[config.mk]
export PLATFORM = sky130hd
export DESIGN_NAME = regfile_port_sequencer
export DESIGN_NICKNAME = d
export VERILOG_FILES = /design/src/rtl/regfile_port_sequencer.sv
export SDC_FILE = /design/constraint.sdc
export NUM_CORES = 1
export LEC_CHECK = 0
export ABC_AREA = 1
export ABC_CLOCK_PERIOD_IN_PS = 1220
export BUFFER_PORTS_ARGS = -buffer_cell sky130_fd_sc_hd__buf_2
export CAP_MARGIN = 20
export CORE_UTILIZATION = 35
export CTS_BUF_LIST = sky130_fd_sc_hd__clkbuf_4 sky130_fd_sc_hd__clkbuf_8 sky130_fd_sc_hd__clkbuf_16
export CTS_CLUSTER_SIZE = 8
export DETAILED_ROUTE_END_ITERATION = 10
export PLACE_DENSITY = 0.69
export SLEW_MARGIN = 40
export SYNTH_ARGS = -nofsm -noshare
export SYNTH_HDL_FRONTEND = slang
export SYNTH_SLANG_ARGS = --single-unit
[constraint.sdc]
create_clock -name clk -period 1.22 [get_ports clk]
set_input_delay 0.122 -clock clk [delete_from_list [all_inputs] [get_ports clk]]
set_output_delay 0.122 -clock clk [all_outputs]
set_load 0.1 [all_outputs]
[src/rtl/regfile_port_sequencer.sv]
// Register-file port sequencer: owns the single shared register-file port,
// fetches rs1 then rs2 over it, and slots single-cycle write-backs into the
// cycles where the port is not busy reading. Operands are presented as a
// registered pair to the execute stage through a valid/ready handshake.
module regfile_port_sequencer #(
    parameter int XLEN  = 32,
    parameter int IDX_W = 5
) (
    input  logic             clk,
    input  logic             rst,
    input  logic             req_valid,
    output logic             req_ready,
    input  logic [IDX_W-1:0] req_rs1,
    input  logic [IDX_W-1:0] req_rs2,
    output logic             op_valid,
    input  logic             op_ready,
    output logic [XLEN-1:0]  op_a,
    output logic [XLEN-1:0]  op_b,
    input  logic             wb_valid,
    output logic             wb_ready,
    input  logic [IDX_W-1:0] wb_rd,
    input  logic [XLEN-1:0]  wb_data,
    output logic [IDX_W-1:0] rf_idx,
    output logic [XLEN-1:0]  rf_wdata,
    output logic             rf_we,
    input  logic [XLEN-1:0]  rf_rdata
);

    typedef enum logic [1:0] {
        IDLE  = 2'd0,
        READ1 = 2'd1,
        READ2 = 2'd2,
        DONE  = 2'd3
    } state_t;

    state_t            state_q, state_d;
    logic [IDX_W-1:0]  rs1_q, rs1_d;
    logic [IDX_W-1:0]  rs2_q, rs2_d;
    logic [XLEN-1:0]   op_a_q, op_a_d;
    logic [XLEN-1:0]   op_b_q, op_b_d;
    logic              op_valid_q, op_valid_d;

    // The port is free for a write-back only when no operand read is in flight.
    logic wb_slot;
    assign wb_slot = (state_q == IDLE) || (state_q == DONE);

    // State and datapath registers; reset abandons any in-flight fetch.
    always_ff @(posedge clk) begin
        if (rst) begin
            state_q    <= IDLE;
            rs1_q      <= '0;
            rs2_q      <= '0;
            op_a_q     <= '0;
            op_b_q     <= '0;
            op_valid_q <= 1'b0;
        end else begin
            state_q    <= state_d;
            rs1_q      <= rs1_d;
            rs2_q      <= rs2_d;
            op_a_q     <= op_a_d;
            op_b_q     <= op_b_d;
            op_valid_q <= op_valid_d;
        end
    end

    // Next-state: accept, read rs1, read rs2, then hold operands until consumed.
    always_comb begin
        state_d    = state_q;
        rs1_d      = rs1_q;
        rs2_d      = rs2_q;
        op_a_d     = op_a_q;
        op_b_d     = op_b_q;
        op_valid_d = op_valid_q;
        case (state_q)
            IDLE: begin
                if (req_valid && req_ready) begin
                    rs1_d   = req_rs1;
                    rs2_d   = req_rs2;
                    state_d = READ1;
                end
            end
            READ1: begin
                op_a_d  = rf_rdata;
                state_d = READ2;
            end
            READ2: begin
                op_b_d     = rf_rdata;
                op_valid_d = 1'b1;
                state_d    = DONE;
            end
            DONE: begin
                // Write-backs landing here deliberately leave op_a/op_b alone;
                // forwarding is the execute stage's responsibility.
                if (op_ready) begin
                    op_valid_d = 1'b0;
                    state_d    = IDLE;
                end
            end
            default: state_d = IDLE;
        endcase
    end

    // Port outputs: write-back wins the port in IDLE so a same-cycle RAW
    // request is deferred one cycle and then reads the freshly written value.
    always_comb begin
        req_ready = 1'b0;
        wb_ready  = 1'b0;
        rf_idx    = '0;
        rf_wdata  = wb_data;
        rf_we     = 1'b0;
        if (!rst) begin
            req_ready = (state_q == IDLE) && !wb_valid;
            if (wb_slot && wb_valid) begin
                wb_ready = 1'b1;
                rf_idx   = wb_rd;
                rf_we    = (wb_rd != '0);
            end
        end
        if (state_q == READ1) begin
            rf_idx = rs1_q;
        end else if (state_q == READ2) begin
            rf_idx = rs2_q;
        end
    end

    assign op_valid = op_valid_q;
    assign op_a     = op_a_q;
    assign op_b     = op_b_q;

endmodule

==> flow_metrics.env <==
export IMPL_status="finished, violations left"
export IMPL_violations="design-rule violations, negative setup slack"
export IMPL_yosys_area_share_simple=0.238
export IMPL_grt_pass1_wl_mm=15.5
export IMPL_whs_path_depth=3
export IMPL_worstSetupPathType="flip-flop to primary output"
export IMPL_drt_pass1_iterations=7
export IMPL_die_area_sq_um=9620
export IMPL_hold_class="input pin to flip-flop"
export IMPL_cts_buffers=9
export IMPL_setup_viol=81
export IMPL_synth_fa_ha_area_frac=0.0194
export IMPL_core_area_sq_um=8850
export IMPL_arrival_ps=1810
export IMPL_vias_per_cell=4.85
export IMPL_die_y_um=98.1
export IMPL_critPathSlowestCell="dfxtp_2"
export IMPL_syn_nets=506
export IMPL_seq_area_frac_synth=0.477
export IMPL_ys_warn_count=0
export IMPL_remaining_drc_errors=18
export IMPL_layout_drive_gt1_share=0.575
export IMPL_postPlaceCellArea_sq_um=4070
export IMPL_synth_compound_area_frac=0.122
export IMPL_dr_first_iter_drc_count=105
export IMPL_ys_ff_latch=77
export IMPL_grt_usage=0.205
export IMPL_grt_overflow=0
export IMPL_synth_cells=417
export IMPL_final_max_slew_viol_count=0
export IMPL_portBuffers=124
export IMPL_clock_skew_ps=12.8
export IMPL_crit_fanout=7
export IMPL_fin_area_sq_um=5400
export IMPL_dp_hpwl_mm=6.07
export IMPL_io_pins=189
export IMPL_fin_crit_sh=1.58
export IMPL_maxCapViolations=0
export IMPL_reg2reg_depth=9
export IMPL_grt_max_degree=41
export IMPL_multi_input_area_sq_um=1650
export IMPL_root_buffer="clkbuf_8"
export IMPL_cts_clk_slew_worst_paths_ps=90
export IMPL_crit_top_cell="buf_12"
export IMPL_tightest_slew_ps=465
export IMPL_critPathLaunchType="flip-flop"
export IMPL_synth_top_family_by_area="simple AND/OR/NAND/NOR gates"
export IMPL_post_route_util=0.610
export IMPL_hold_viol=0
export IMPL_fillers=734
export IMPL_fp_dieW_um=98.1
export IMPL_rsz0062_at_grt="true"
export IMPL_antenna_left=0
export IMPL_relSlewSlack=0.690
export IMPL_register_area_sq_um=1610
export IMPL_drt_wirelength_per_cell_um=15.3
export IMPL_cp_required_ps=1100
export IMPL_insertion_delay_ps=350
export IMPL_tns_ps=-16580
export IMPL_detailroute_via_count=3233
export IMPL_syn_cell_area_sq_um=3230
export IMPL_wirelength_mm=10.2
export IMPL_clk_path_buf_depth=2
export IMPL_n_antenna_cell=0
export IMPL_endpoint_kind="primary output"
export IMPL_synthXorXnorAreaFrac=0
export IMPL_muxShareOfSynthArea=0
export IMPL_cts_tree="done"
export IMPL_grt_antenna_before_repair=0
export IMPL_yosysUniqueCellTypes=20
export IMPL_cts_htree_levels=3
export IMPL_synth_area_per_cell_sq_um=7.75
export IMPL_period_minus_slack_ps=1930
export IMPL_cp_slowest_stage_delay_ps=350
export IMPL_start_util=0.365
export IMPL_cts_sinks=77
export IMPL_fmax_mhz=519
export IMPL_grt_pass1_vias=3128
export IMPL_syn_to_final_growth_pct=67.1
export IMPL_gp_congestion=0.785
export IMPL_setup_slack_ps=-708
export IMPL_nNetsFinal=642
export IMPL_rows=34
export IMPL_crit_path_cell_trace="inv_2, ha_4, nor3_4, buf_12, nand3_4, a21oi_4, buf_12"
what timing repair did:
item | CTS | global route
buffers inserted | 7 | 4
resized for setup | 179 | 48
gates cloned | 5 | 3
hold buffers | 21 | 0
pin swaps | 20 | 8
setup endpoints to repair | 136 | 85
hold endpoints to repair | 25 | 0
state kept, by name, indices dropped and copies added (netlist names):
| name | cells |
|---|---|
| op_a | 32 |
| op_b | 32 |
| op_valid | 1 |
| rs1_q | 5 |
| rs2_q | 5 |
| state_q | 2 |
worst max-delay path: cells and delay by family, from the launching register on:
| family | cells | cell delay, ps |
|---|---|---|
| compound gates | 1 | 170 |
| fa+ha+maj | 1 | 240 |
| buf+inv | 3 | 400 |
| flops | 1 | 350 |
| simple gates | 2 | 280 |
through the flow:
| stage | cells | setup WS [ps] | hold slack [ps] |
|---|---|---|---|
| 2_1_floorplan | 417 | -1300 | 187 |
| 3_3_place_gp | 612 | -314 | 245 |
| 3_5_place_dp | 612 | -359 | 245 |
| 4_1_cts | 661 | -717 | 0.141 |
| 5_1_grt | 666 | -773 | 1.33 |
| 6_report | 666 | -708 | 15.9 |
cells by family (layout without fill, tap and decap cells):
family / Yosys count / in the layout
AND/OR/NAND/NOR: 189 / 189
AO/OA/AOI/OAI: 78 / 78
flip-flops: 77 / 77
buffers and inverters: 68 / 209
adder cells (fa/ha/maj): 5 / 5
layout by cell type (no fill, tap or decap), types with 10 or more instances in the layout:
master and count:
dfxtp_1 21, nand2_1 13, nand3_1 16, clkbuf_8 10, o21ai_1 15, buf_12 20
buf_4 73, o21ai_2 30, buf_2 51, nor2_2 20, o21ai_0 18, nor2_1 121
dfxtp_2 56, dlygate4sd3_1 21
cells in the mapped netlist:
| master | count | area (sq um) |
|---|---|---|
| a21oi_1 | 11 | 55.1 |
| buf_2 | 2 | 10.0 |
| nand2_1 | 14 | 52.6 |
| nor2_1 | 144 | 541 |
| o21bai_1 | 1 | 7.51 |
| clkbuf_1 | 7 | 26.3 |
| inv_2 | 3 | 11.3 |
| dfxtp_1 | 77 | 1540 |
| nand3_1 | 27 | 135 |
| inv_1 | 9 | 33.8 |
| nor3_4 | 1 | 16.3 |
| buf_4 | 36 | 270 |
| a22oi_1 | 1 | 7.51 |
| o21ai_0 | 54 | 270 |
| nand2_2 | 2 | 12.5 |
| ha_1 | 5 | 62.6 |
| nor2_4 | 1 | 11.3 |
| buf_6 | 9 | 101 |
| o21ai_1 | 11 | 55.1 |
| clkbuf_2 | 2 | 10.0 |
layout make-up:
| type | count | area share |
|---|---|---|
| inverter | 12 | 0.0116 |
| sequential | 77 | 0.298 |
| tap | 108 | 0.0250 |
| clock buffer | 10 | 0.0255 |
| multi-input combinational | 272 | 0.306 |
| timing repair buffer | 181 | 0.320 |
| clock inverter | 6 | 0.0130 |
final timing paths:
path	slack, ps	to	start
min	20	rs2_q[4]	req_rs2[4]
max	-710	rf_idx[0]	state_q[0]
max reg2reg	-330	op_b[27]	state_q[0]
min reg2reg	480	rs1_q[3]	rs1_q[3]
routing by layer:
metal  vias to the layer above  track usage  share of wire
met5                         -            0              0
met2                       114        0.354           0.50
li1                       1593            -              -
met4                         0        0.100          0.019
met3                        21       0.0465          0.058
met1                      1505        0.239           0.42
Power is not shown: default switching activity piles up to over one toggle a cycle in this logic, so the estimate is an artifact.
